[config.mk]
export PLATFORM = sky130hd
export DESIGN_NAME = pc_sequencer
export DESIGN_NICKNAME = d
export VERILOG_FILES = /design/src/rtl/pc_sequencer.sv
export SDC_FILE = /design/constraint.sdc
export NUM_CORES = 1
export LEC_CHECK = 0
export CAP_MARGIN = 10
export CORE_MARGIN = 2
export CORE_UTILIZATION = 45
export CTS_CLUSTER_SIZE = 25
export DETAILED_ROUTE_END_ITERATION = 12
export GPL_ROUTABILITY_DRIVEN = 0
export PLACE_DENSITY_LB_ADDON = 0.15
export RECOVER_POWER = 100
export SETUP_SLACK_MARGIN = 0.1
export SLEW_MARGIN = 20
export SYNTH_ARGS = -nofsm -noshare
export SYNTH_HDL_FRONTEND = slang
export SYNTH_SLANG_ARGS = --single-unit
export TNS_END_PERCENT = 100
[constraint.sdc]
create_clock -name clk -period 4.7 [get_ports clk]
set_input_delay 0.94 -clock clk [delete_from_list [all_inputs] [get_ports clk]]
set_output_delay 0.94 -clock clk [all_outputs]
set_load 0.01 [all_outputs]
[src/rtl/pc_sequencer.sv]
// Next-PC sequencer: redirect priority, pending redirects while imem is busy, and flush timing.
// Trap support (exception, mret, epc register) is built only when PC_SEQ_TRAP_EN is defined.
module pc_sequencer #(
    parameter int unsigned INSTR_BYTES  = 4,
    parameter logic [31:0] TRAP_VECTOR  = 32'h0000_0080,
    parameter int unsigned FLUSH_CYCLES = 2
) (
    input  logic        clk,
    input  logic        rst,
    input  logic [31:0] pc,
    input  logic        stall,
    input  logic        imem_ready,
    input  logic        branch_taken,
    input  logic [31:0] branch_target,
    input  logic        jump,
    input  logic [31:0] jump_target,
    input  logic        exception,
    input  logic        mret,
    output logic [31:0] newPC,
    output logic        PCWrite,
    output logic        flush,
    output logic [31:0] epc
);

    typedef enum logic [1:0] {StRun, StPend, StFlush} state_e;

    localparam logic [1:0] PrioJump   = 2'd0;
    localparam logic [1:0] PrioBranch = 2'd1;
    localparam logic [1:0] PrioMret   = 2'd2;
    localparam logic [1:0] PrioExc    = 2'd3;

    // The write cycle itself is the first flush cycle, so FLUSH only covers the remainder.
    localparam logic [2:0] CntLoad      = 3'(FLUSH_CYCLES - 1);
    localparam state_e     StAfterWrite = (FLUSH_CYCLES > 1) ? StFlush : StRun;

    state_e      state_q, state_d;
    logic [2:0]  cnt_q, cnt_d;
    logic [31:0] pend_tgt_q, pend_tgt_d;
    logic [1:0]  pend_prio_q, pend_prio_d;

    logic        redir_req;
    logic [1:0]  redir_prio;
    logic [31:0] redir_tgt;
    logic [31:0] seq_pc;
    logic [31:0] new_pc;
    logic [31:0] sel_tgt;
    logic        pc_write;
    logic        flush_int;

    assign seq_pc = pc + 32'(INSTR_BYTES);

`ifdef PC_SEQ_TRAP_EN
    logic [31:0] epc_q;

    // Only a trap taken from RUN records epc; nested traps keep the original return address.
    always_ff @(posedge clk or negedge rst) begin
        if (!rst) begin
            epc_q <= '0;
        end else if (exception && state_q == StRun) begin
            epc_q <= pc;
        end
    end

    assign epc = epc_q;
`else
    logic unused_trap;
    assign unused_trap = ^{exception, mret, TRAP_VECTOR};
    assign epc         = '0;
`endif

    // Later assignments win, giving exception > mret > branch > jump.
    always_comb begin
        redir_req  = 1'b0;
        redir_prio = PrioJump;
        redir_tgt  = jump_target;
        if (jump) begin
            redir_req = 1'b1;
        end
        if (branch_taken) begin
            redir_req  = 1'b1;
            redir_prio = PrioBranch;
            redir_tgt  = branch_target;
        end
`ifdef PC_SEQ_TRAP_EN
        if (mret) begin
            redir_req  = 1'b1;
            redir_prio = PrioMret;
            redir_tgt  = epc_q;
        end
        if (exception) begin
            redir_req  = 1'b1;
            redir_prio = PrioExc;
            redir_tgt  = TRAP_VECTOR;
        end
`endif
    end

    always_comb begin
        state_d     = state_q;
        cnt_d       = cnt_q;
        pend_tgt_d  = pend_tgt_q;
        pend_prio_d = pend_prio_q;
        new_pc      = seq_pc;
        sel_tgt     = pend_tgt_q;
        pc_write    = 1'b0;
        flush_int   = 1'b0;

        unique case (state_q)
            StRun, StFlush: begin
                pc_write = imem_ready & ~stall;
                if (state_q == StFlush) begin
                    flush_int = 1'b1;
                    cnt_d     = cnt_q - 3'd1;
                    if (cnt_q <= 3'd1) begin
                        state_d = StRun;
                    end
                end
                if (redir_req) begin
                    flush_int = 1'b1;
                    if (imem_ready) begin
                        new_pc   = redir_tgt;
                        pc_write = 1'b1;
                        state_d  = StAfterWrite;
                        cnt_d    = CntLoad;
                    end else begin
                        pc_write    = 1'b0;
                        pend_tgt_d  = redir_tgt;
                        pend_prio_d = redir_prio;
                        state_d     = StPend;
                        cnt_d       = 3'd0;
                    end
                end
            end
            StPend: begin
                flush_int = 1'b1;
                if (redir_req && redir_prio >= pend_prio_q) begin
                    sel_tgt     = redir_tgt;
                    pend_tgt_d  = redir_tgt;
                    pend_prio_d = redir_prio;
                end
                new_pc = sel_tgt;
                if (imem_ready) begin
                    pc_write = 1'b1;
                    state_d  = StAfterWrite;
                    cnt_d    = CntLoad;
                end
            end
            default: begin
                state_d = StRun;
                cnt_d   = 3'd0;
            end
        endcase
    end

    always_ff @(posedge clk or negedge rst) begin
        if (!rst) begin
            state_q     <= StRun;
            cnt_q       <= 3'd0;
            pend_tgt_q  <= '0;
            pend_prio_q <= PrioJump;
        end else begin
            state_q     <= state_d;
            cnt_q       <= cnt_d;
            pend_tgt_q  <= pend_tgt_d;
            pend_prio_q <= pend_prio_d;
        end
    end

    assign newPC   = new_pc;
    assign PCWrite = rst & pc_write;
    assign flush   = rst & flush_int;

endmodule

### Word level (Yosys, flattened, before mapping)

Cells that the tools add are included.

| storage, ports and cells | value |
|---|---|
| flip-flop bits (word level) | 39 |
| input bits | 104 |
| output and inout bits | 66 |
| word-level logic and storage cells | 60 |

| cells by class | value |
|---|---|
| add/sub/neg operators | 2 |
| order comparisons | 2 |
| equal/unequal tests | 8 |
| muxes and demuxes | 32 |
| bitwise gates (word level) | 4 |
| reduce and logical (&&, ||, !) cells | 8 |

Operator list:

| cell | count |
|---|---|
| $mux 32 | 6 |
| $pmux 32 s2 | 2 |
| $add 32x3->32 const B | 1 |
| $mux 2 | 8 |
| $mux 3 | 3 |
| $mux 1 | 8 |
| $ne 2x2->1 const B | 4 |
| $pmux 2 s2 | 2 |
| $ne 3x3->1 const B | 2 |
| $pmux 3 s2 | 1 |
| $reduce_and 3->1 | 2 |
| $pmux 1 s2 | 2 |
| $reduce_and 4->1 | 1 |
| $and 1x1->1 | 3 |
| $le 3x1->1 const B | 1 |
| $sub 3x1->3 const B | 1 |
| $eq 2x1->1 const B | 1 |
| $eq 2x2->1 const B | 1 |
| $ge 2x2->1 | 1 |
| $logic_not 2->1 | 1 |
| $reduce_and 2->1 | 1 |
| $reduce_bool 2->1 | 1 |
| $reduce_or 2->1 | 1 |
| $logic_and 1x1->1 | 1 |
| $not 1->1 | 1 |

### Longest topological paths before layout

Gate-level depths: netlist (run 1).

| logic depth | value |
|---|---|
| depth in word-level cells | 5 |
| gate-level depth with buffers | 8 |
| mapped depth without buffers | 6 |

### Least setup slack after synthesis (run 1)

No wires, ideal clock.

| path | value |
|---|---|
| path kind | input to output |
| start | input port pc[2] |
| end | output port newPC[14] |
| arrival time | 2171 ps |
| data required time | 3760 ps |
| setup slack | 1589 ps |
| cell stages on the path | 6 |
| buffers on the path | 0 |
| path through | ha_1 nand4_1 nor3_4 nand3_1 xnor2_1 a211o_1 |

| on the way | value |
|---|---|
| longest elaborated chain between the ends | 4 |

Ends and longest elaborated chain:

| what | RTL line | RTL |
|---|---|---|
| start, declared | 10 | `input logic [31:0] pc,` |
| $add 32x3->32 (*) | 50 | `assign seq_pc = pc + 32'(INSTR_BYTES);` |
| $mux 32 | 120 | `if (imem_ready) begin` |
| $mux 32 | 118 | `if (redir_req) begin` |
| $pmux 32 s2 (*) | 108 | `unique case (state_q)` |
| end, declared | 19 | `output logic [31:0] newPC,` |

Every way passes the cells marked *; elsewhere a longest branch is shown, timed or not.

### Worst setup path in the final report (run 1)

| path | value |
|---|---|
| start | input port jump |
| end | output port newPC[28] |

| on the way | value |
|---|---|
| longest elaborated chain between the ends | 5 |
| elaborated cells on any way between the ends | 6 |
| those cells by class | 5 x mux; 1 x reduce/logical |

Ends and longest elaborated chain:

| what | RTL line | RTL |
|---|---|---|
| start, declared | 15 | `input logic jump,` |
| $mux 1 (*) | 76 | `if (jump) begin` |
| $mux 1 (*) | 79 | `if (branch_taken) begin` |
| $logic_and 1x1->1 | 136 | `if (redir_req && redir_prio >= pend_prio_q) begin` |
| $mux 32 | -- |  |
| $pmux 32 s2 (*) | 108 |  |

Marked as above.

==> results of run 1 <==
==> cell type report <==
type	count	area, sq um
Fill cell	608	2487
Sequential cell	38	950.9
Clock buffer	7	86.33
Timing Repair Buffer	147	1433
Inverter	7	26.28
Clock inverter	1	5.005
Multi-Input combinational cell	353	2218
Tap cell	99	123.9
==> worst max-delay path by stage <==
stage | start | to | slack (ns)
floorplan | pc[2] | newPC[14] | 1.59
global placement | pc[2] | newPC[22] | 0.28
detailed placement | pc[2] | newPC[26] | 0.26
CTS | pc[2] | newPC[26] | 0.24
global route | pc[2] | newPC[26] | 0.10
finish | jump | newPC[28] | 0.24
==> worst max-delay path, stage by stage <==
cell,delay [ns]
dlygate4sd3_1,0.63
or2_0,0.31
nand2b_1,0.17
clkbuf_2,0.46
o21ai_1,0.13
a32oi_1,0.16
o21ai_1,0.09
dlygate4sd3_1,0.62
==> flip-flops by register name (all words and copies together), names as in the netlist <==
register and flops:
pend_prio_q 1, pend_tgt_q 32, state_q 2, cnt_q 3
==> placed cells by master, fill, tap and decap left out, drive strengths merged, types with 7 or more instances in the layout <==
| cell | count |
|---|---|
| a21oi | 12 |
| buf | 10 |
| clkbuf | 11 |
| clkdlybuf4s50 | 101 |
| conb | 32 |
| dfrtp | 38 |
| dlygate4sd3 | 32 |
| inv | 7 |
| mux2i | 31 |
| nand2 | 69 |
| nand3 | 21 |
| nand4 | 10 |
| nor2 | 21 |
| o211ai | 25 |
| o21ai | 38 |
| o221ai | 28 |
| xnor2 | 10 |
| xor2 | 18 |
==> per-stage QoR <==
step                      total power [mW]  setup slack, ns  cell area (sq um)  std cells  hold WS [ns]
after floorplan                     0.7385            1.589               3567        461        0.4416
after global routing                 1.275           0.1042               4843        652        0.5148
after CTS                            1.229           0.2382               4840        651        0.4933
final                                1.189           0.2426               4843        652        0.4853
after detailed placement            0.9849           0.2640               4748        643        0.4759
after global placement              0.9723           0.2781               4748        643        0.4674
==> layer usage <==
metal	part of all wire (%)	global-route usage, %
met5	0	0
met4	1.2	6.313
met3	8.9	4.813
met2	48	39.77
met1	42	30.66
==> cells in the mapped netlist (3+ instances only) <==
master and n:
nor4_1 3, xnor2_1 10, buf_2 12, mux2i_1 31
xor2_1 18, o221ai_1 25, buf_4 33, a211oi_1 4
dfrtp_1 38, buf_1 4, o21ai_1 38, a21oi_1 12
nor2_1 21, nand2_1 68, o221ai_2 3, nand4_1 10
a211o_1 3, inv_1 5, nand2b_1 4, ha_1 3
nand3_1 20, clkbuf_1 14, o211ai_1 25, and3_1 3
==> power breakdown <==
group	switching [mW]	leakage, nW	total, mW	internal (mW)
clock network	0.121	0.0482	0.240	0.119
registers	0.0429	0.466	0.436	0.393
logic	0.261	1.48	0.513	0.251
total	0.426	1.99	1.19	0.763
==> kinds of logic after synthesis <==
family | count (synthesis)
xor gates and xnor gates | 28
AOI/OAI and AO/OA | 115
DFF | 38
other | 1
muxes | 33
adders and majority gates | 3
buffers and inverters | 70
and+or+nand+nor | 142
==> flow_summary.json, run 1 <==
{
  "diodes": 0,
  "cts.clk_slew.worst_paths_ns": 0.08,
  "max_freq_ghz": 0.2243,
  "hp-start": "pend_tgt_q[31]",
  "synth-simple-area-share_pct": 19.69,
  "wl_per_cell_um": 15.09,
  "grt_pass1_vias": 3405,
  "yosys-top-cells-area": "dfrtp_1, mux2i_1, nand2_1, buf_4, o221ai_1",
  "final_nets": 659,
  "postCtsSetupBuffers": 0,
  "synth_cells": 430,
  "slew_headroom_pct": -49.16,
  "required_ns": 3.76,
  "drtAntennaViolNets": 0,
  "setup_tns_ns": 0,
  "startpoint_type": "input pin",
  "finalClockSkew_ns": 0.004575,
  "syn_area_sq_mm": 0.003451,
  "ctsResizeCount": 0,
  "ys_ff_latch": 38,
  "io_buffers": 135,
  "drt_iter0_drc": 142,
  "drv_cap": 1,
  "hold_depth": 2,
  "fin_crit_ns": 4.457,
  "via_per_inst": 5.459,
  "vias": 3559,
  "cp_max_fo": 22,
  "fin_crit_sh_pct": 94.84,
  "cts_max_path_buffers": 2,
  "synth-warning-count": 0,
  "drive_gt1_share_pct": 5.606,
  "cts_buffers": 5,
  "worstReg2RegEnd": "pend_tgt_q[20]",
  "synth_edf_count": 0,
  "worst_pin_slew_ns": 2.237,
  "finalHoldViolCount": 0,
  "syn_to_final_growth_pct": 40.36,
  "overflow": 0,
  "wirelength_mm": 9.840,
  "synth_fa_ha_area_share_pct": 1.088,
  "drc": 0,
  "synth_compound_area_share_pct": 23.17,
  "synth.avg_cell_area_sq_um": 8.025,
  "die_w_um": 91.57,
  "clockRootBuffer": "clkbuf_8",
  "yosysTopAreaCell": "dfrtp_1",
  "synth_top_area_share_pct": 27.56,
  "firstDrtPassIters": 4,
  "grt_max_degree": 39,
  "r2r_cells": 4,
  "die_area_sq_mm": 0.008385,
  "grt_antenna_before_repair": 0,
  "cts_tree": "yes",
  "start_util_pct": 47.07,
  "path_class": "input pin to primary output",
  "synth_top_family_by_area": "compound AO/OA/AOI/OAI gates",
  "maxSlewViolCount": 39,
  "clk_latency_ns": 0.29,
  "grt_pass1_wl_mm": 16.28,
  "violations": "capacitance limit, slew limit",
  "p_per_area_mw_per_mm2": 245.5,
  "async_reset_ff_share_pct": 100.0,
  "cts_hold_buffers": 0,
  "hpwl_mm": 7.466,
  "synth_cell_types": 41,
  "io_pins": 170,
  "synthFlopType": "dfrtp_1",
  "final_util_pct": 66.07,
  "hold_class": "register to register",
  "min_to": "pend_tgt_q[31]",
  "die-height_um": 91.57,
  "power_leakage_nw": 1.994,
  "synthMuxAreaShare_pct": 9.645,
  "coreArea_sq_mm": 0.007331,
  "rows": 31,
  "synth-xor-area-share_pct": 7.107,
  "htreeDepth": 2,
  "rsz0062_at_grt": "no",
  "peakVddDrop_uv": 106.2,
  "worstSetupEndpointType": "primary output",
  "cts_sinks": 38,
  "rrSetupSlack_ns": 1.83,
  "grt_use_total_pct": 23.61,
  "cp.arrival_ns": 3.52,
  "r2r_start": "state_q[0]",
  "setup_viol": 0,
  "ys_seq_area_share_pct": 27.56,
  "status": "finished with violations"
}
Power figures use the tool's default switching activity.
==> run 2, diff against run 1 <==
Settings changed: CTS_CLUSTER_DIAMETER set to 50, PLACE_DENSITY set to 0.88, PLACE_DENSITY_LB_ADDON 0.15 to not set.
==> run 2 against run 1 <==
Compared with the run above: the run still ends with capacitance limit, slew limit left; worst hold slack better by 0.00074 ns; global-route usage is 0.15 points lower; non-clock buffer count is 2 lower; clock-buffer cell count is 2 lower; first-iteration DRC count is 19% lower; wire length is 4.2% higher; register-to-register slack better by 0.03 ns; critical path type unchanged; core utilization is 0.10 points higher; clock skew is 0.0058 ns higher.
==> flow_summary.json, run 2 (synthesis gave the netlist of run 1 again) <==
{
  "maxSlewViolCount": 39,
  "htreeDepth": 2,
  "die_w_um": 91.57,
  "drc": 0,
  "setup_viol": 0,
  "p_per_area_mw_per_mm2": 256.8,
  "peakVddDrop_uv": 181.5,
  "timing.final.ws_setup_ns": 0.1630,
  "drtAntennaViolNets": 0,
  "cts_hold_buffers": 0,
  "dp.cells": 639,
  "status": "finished with violations",
  "slew_headroom_pct": -41.93,
  "finalHoldViolCount": 0,
  "final_nets": 657,
  "regMostFlops": "pend_tgt_q",
  "firstDrtPassIters": 6,
  "diodes": 0,
  "clk_latency_ns": 0.30,
  "cts.clk_slew.worst_paths_ns": 0.09,
  "drv_cap": 1,
  "io_pins": 170,
  "mostFrequentLayoutCells": "clkdlybuf4s50_1, nand2_1, dfrtp_1",
  "grt_max_degree": 39,
  "hold_class": "register to register",
  "startpoint_type": "input pin",
  "route.met2.wl_mm": 5.056,
  "required_ns": 3.76,
  "hpwl_mm": 7.638,
  "coreArea_sq_mm": 0.007331,
  "r2r_cells": 4,
  "violations": "capacitance limit, slew limit",
  "final_area_sq_mm": 0.004851,
  "finalClockSkew_ns": 0.01034,
  "largest_reg_flops": 32,
  "max_freq_ghz": 0.2204,
  "io_buffers": 135,
  "total_power_mw": 1.246,
  "cp.arrival_ns": 3.60,
  "worst_pin_slew_ns": 2.129,
  "post_dp_cell_area_sq_mm": 0.004731,
  "met3WireLength_um": 781,
  "power_leakage_nw": 1.983,
  "cts_max_path_buffers": 2,
  "r2r_start": "state_q[0]",
  "rrSetupSlack_ns": 1.86,
  "die_area_sq_mm": 0.008385,
  "start_util_pct": 47.07,
  "fin_crit_sh_pct": 96.53,
  "worstReg2RegEnd": "pend_tgt_q[18]",
  "cts_buffers": 5,
  "drt_iter0_drc": 115,
  "cts_tree": "yes",
  "finalNonFillerCells": 650,
  "postCtsSetupBuffers": 0,
  "drive_gt1_share_pct": 5.445,
  "wirelength_mm": 10.25,
  "grt_pass1_vias": 3450,
  "syn_to_final_growth_pct": 40.57,
  "rsz0062_at_grt": "no",
  "layout_commonest_cell": "clkdlybuf4s50_1",
  "m1WireLength_mm": 4.195,
  "ctsResizeCount": 0,
  "path_class": "input pin to primary output",
  "cp_max_fo": 10,
  "grt_use_total_pct": 23.46,
  "setup_tns_ns": 0,
  "cts_sinks": 38,
  "hp-start": "cnt_q[2]",
  "dp_slack_ns": 0.2632,
  "grt_pass1_wl_mm": 16.12,
  "reg_top3": "pend_tgt_q x32, cnt_q x3, state_q x2",
  "fin_crit_ns": 4.537,
  "worstSetupEndpointType": "primary output",
  "via_per_inst": 5.577,
  "overflow": 0,
  "clockRootBuffer": "clkbuf_8",
  "fill_cells": 595,
  "crit_end": "newPC[31]",
  "grt_antenna_before_repair": 0,
  "top_layer": "met4",
  "wl_per_cell_um": 15.77,
  "rows": 31,
  "startpoint": "pc[4]",
  "vias": 3625,
  "die-height_um": 91.57
}
## run 2: cell types whose count changed in the layout (fill, tap and decap cells not counted), moves of 2 or more
cell / change
clkdlybuf4s50_1: +11
dlygate4sd3_1: -11
buf_4: -2
clkinvlp_4: +2
## run 2: worst max-delay path, cell delays in order
cell and delay [ns]:
dlygate4sd3_1 0.65, nand4_1 0.24, nor4_4 0.52, nand4_1 0.22
xor2_1 0.27, o221ai_2 0.13, dlygate4sd3_1 0.62
## run 2: power breakdown
group          switching, mW  leakage (nW)  internal (mW)
registers             0.0431         0.466          0.393
clock network          0.128        0.0504          0.158
logic                  0.266          1.47          0.257
## run 2: routing by layer
metal  GRT usage, %  vias up
li1               -     1744
met1          29.08     1682
met2          41.12      176
met3          4.315       23
met4          7.071        0
met5              0        -
## run 2: worst min path at each step
stage | depth (start not counted) | end
final | 1 | cnt_q[2]
after CTS | 1 | cnt_q[2]
after detailed placement | 1 | cnt_q[2]
after global routing | 2 | pend_tgt_q[29]
after global placement | 1 | cnt_q[2]
after floorplan | 1 | cnt_q[2]
## run 2: final cells by class
cell class	count	area (sq um)	area share (%)
sequential	38	950.9	19.60
tap	99	123.9	2.554
multi-input combinational	353	2218	45.73
timing repair buffer	145	1418	29.22
clock buffer	5	68.82	1.419
clock inverter	3	45.04	0.9286
inverter	7	26.28	0.5417
## run 2: stage by stage
step	hold slack [ns]	util, %
floorplan	0.4416	-
global placement	0.4666	64.53
detailed placement	0.4717	64.53
CTS	0.4859	66.09
global route	0.5100	66.17
finish	0.4860	66.17
==> run 3, diff against run 2 <==
Settings changed: SETUP_SLACK_MARGIN 0.1 to 0.3, SLEW_MARGIN 20 to not set.
==> run 3 against run 2 <==
Compared with the run above: the flow still finishes with violations (capacitance limit, slew limit); sequential power hardly changed; clock skew is 0.00052 ns lower; global-route usage is 0.10 points higher; critical endpoint is now newPC[24]; highest routed layer unchanged.
==> flow_summary.json, run 3 (synthesis gave the netlist of run 1 again) <==
{
  "via_per_inst": 5.535,
  "drt_iter0_drc": 114,
  "p_per_area_mw_per_mm2": 256.0,
  "hold_class": "register to register",
  "crit_chain": "clkdlybuf4s50_1 -> ha_1 -> nand4_1 -> nor3_1 -> buf_12 -> nand3_1 -> xor2_1 -> o221ai_1 -> dlygate4sd3_1",
  "setup_tns_ns": 0,
  "path_class": "input pin to primary output",
  "required_ns": 3.76,
  "fin_crit_sh_pct": 94.20,
  "cts_max_path_buffers": 2,
  "mostFrequentLayoutCells": "clkdlybuf4s50_1, nand2_1, dfrtp_1",
  "cp.arrival_ns": 3.49,
  "status": "finished with violations",
  "wirelength_mm": 10.31,
  "maxSlewViolCount": 39,
  "drive_gt1_share_pct": 5.263,
  "diodes": 0,
  "grt_use_total_pct": 23.56,
  "layout_commonest_cell": "clkdlybuf4s50_1",
  "regMostFlops": "pend_tgt_q",
  "reg_top3": "pend_tgt_q x32, cnt_q x3, state_q x2",
  "io_buffers": 135,
  "max_stage_delay_ns": 0.63,
  "cts_tree": "yes",
  "slew_headroom_pct": -42.54,
  "hpwl_mm": 7.638,
  "clk_latency_ns": 0.30,
  "rsz0062_at_grt": "no",
  "die_area_sq_mm": 0.008385,
  "startpoint_type": "input pin",
  "start_util_pct": 47.07,
  "die_w_um": 91.57,
  "htreeDepth": 2,
  "syn_to_final_growth_pct": 40.57,
  "coreArea_sq_mm": 0.007331,
  "finalHoldViolCount": 0,
  "grt_pass1_vias": 3467,
  "violations": "capacitance limit, slew limit",
  "max_freq_ghz": 0.2259,
  "grt_pass1_wl_mm": 16.19,
  "total_power_mw": 1.242,
  "io_pins": 170,
  "worst_pin_slew_ns": 2.138,
  "vias": 3598,
  "final_area_sq_mm": 0.004851,
  "drc": 0,
  "rows": 31,
  "cts_sinks": 38,
  "clockRootBuffer": "clkbuf_8",
  "largest_reg_flops": 32,
  "overflow": 0,
  "cts.clk_slew.worst_paths_ns": 0.09,
  "firstDrtPassIters": 5,
  "drv_cap": 1,
  "drtAntennaViolNets": 0,
  "finalClockSkew_ns": 0.009827,
  "worstSetupEndpointType": "primary output",
  "fin_crit_ns": 4.428,
  "cts_hold_buffers": 0,
  "crit_slowest_cell": "dlygate4sd3_1",
  "peakVddDrop_uv": 180.5,
  "grt_max_degree": 39,
  "cp_max_fo": 10,
  "power_leakage_nw": 1.991,
  "final_nets": 657,
  "setup_viol": 0,
  "grt_antenna_before_repair": 0,
  "post_dp_cell_area_sq_mm": 0.004731,
  "cts_buffers": 5,
  "die-height_um": 91.57,
  "wl_per_cell_um": 15.86
}
==> run 3: cell types whose count changed in the layout (fill, tap and decap cells not counted) <==
cell | previous run | this run
nor3_4 | 1 | 0
dlygate4sd3_1 | 21 | 22
dlymetal6s2s_1 | 0 | 2
clkbuf_2 | 1 | 0
buf_4 | 6 | 5
clkdlybuf4s50_1 | 112 | 107
buf_6 | 0 | 1
nor3_1 | 2 | 3
clkbuf_1 | 3 | 5
buf_12 | 1 | 2
==> run 3: per-layer routing <==
metal  part of all wire, %  GRT usage [%]  vias to the layer above
li1                      -              -                     1740
met1                    41          29.29                     1679
met2                    49          41.24                      161
met3                   7.7          4.315                       18
met4                   1.9          7.071                        0
met5                     0              0                        -
==> run 3: cell type report <==
cell class	count	area, sq um
clock inverter	3	45.04
sequential	38	950.9
timing repair buffer	145	1429
tap	99	123.9
multi-input combinational	353	2207
clock buffer	5	68.82
inverter	7	26.28
fill	596	2480
==> run 3: report_power, final <==
| part | switching [mW] | internal (mW) |
|---|---|---|
| clock | 0.129 | 0.158 |
| sequential | 0.0428 | 0.393 |
| combinational | 0.265 | 0.253 |
| total | 0.437 | 0.805 |
==> run 3: what timing repair did <==
item / 4_1_cts / 5_1_grt
gates resized for setup: 0 / 6
setup endpoints to repair: 2 / 18
cloned: 0 / 0
buffers inserted: 1 / 2
pin swaps: 1 / 2
==> run 3: metrics by stage <==
| step | instances | hold slack [ns] | setup WS, ns | utilization, % |
|---|---|---|---|---|
| 2_1_floorplan | 461 | 0.4416 | 1.589 | - |
| 3_3_place_gp | 639 | 0.4666 | 0.3373 | 64.53 |
| 3_5_place_dp | 639 | 0.4717 | 0.2632 | 64.53 |
| 4_1_cts | 648 | 0.4859 | 0.3093 | 66.36 |
| 5_1_grt | 650 | 0.5100 | 0.1580 | 66.17 |
| 6_report | 650 | 0.4852 | 0.2725 | 66.17 |
==> run 3: worst paths after layout <==
kind | cells after the start | slack [ns] | start | end
worst min register to register | 1 | 0.49 | cnt_q[2] | cnt_q[2]
min in group asynchronous | 2 | 1.47 | rst | pend_tgt_q[1]
worst max-delay path | 9 | 0.27 | pc[2] | newPC[24]
worst min-delay path | 1 | 0.49 | cnt_q[2] | cnt_q[2]
worst max register to register | 4 | 1.89 | state_q[0] | pend_tgt_q[18]
max in group asynchronous | 2 | 2.00 | rst | pend_tgt_q[9]
==> run 3: worst max-delay path: cells and delay by family <==
family	cells	cell delay (ns)
xor gates and xnor gates	1	0.17
and+or+nand+nor	3	0.61
AOI/OAI and AO/OA	1	0.15
buffers and inverters	3	1.36
adders and majority gates	1	0.24
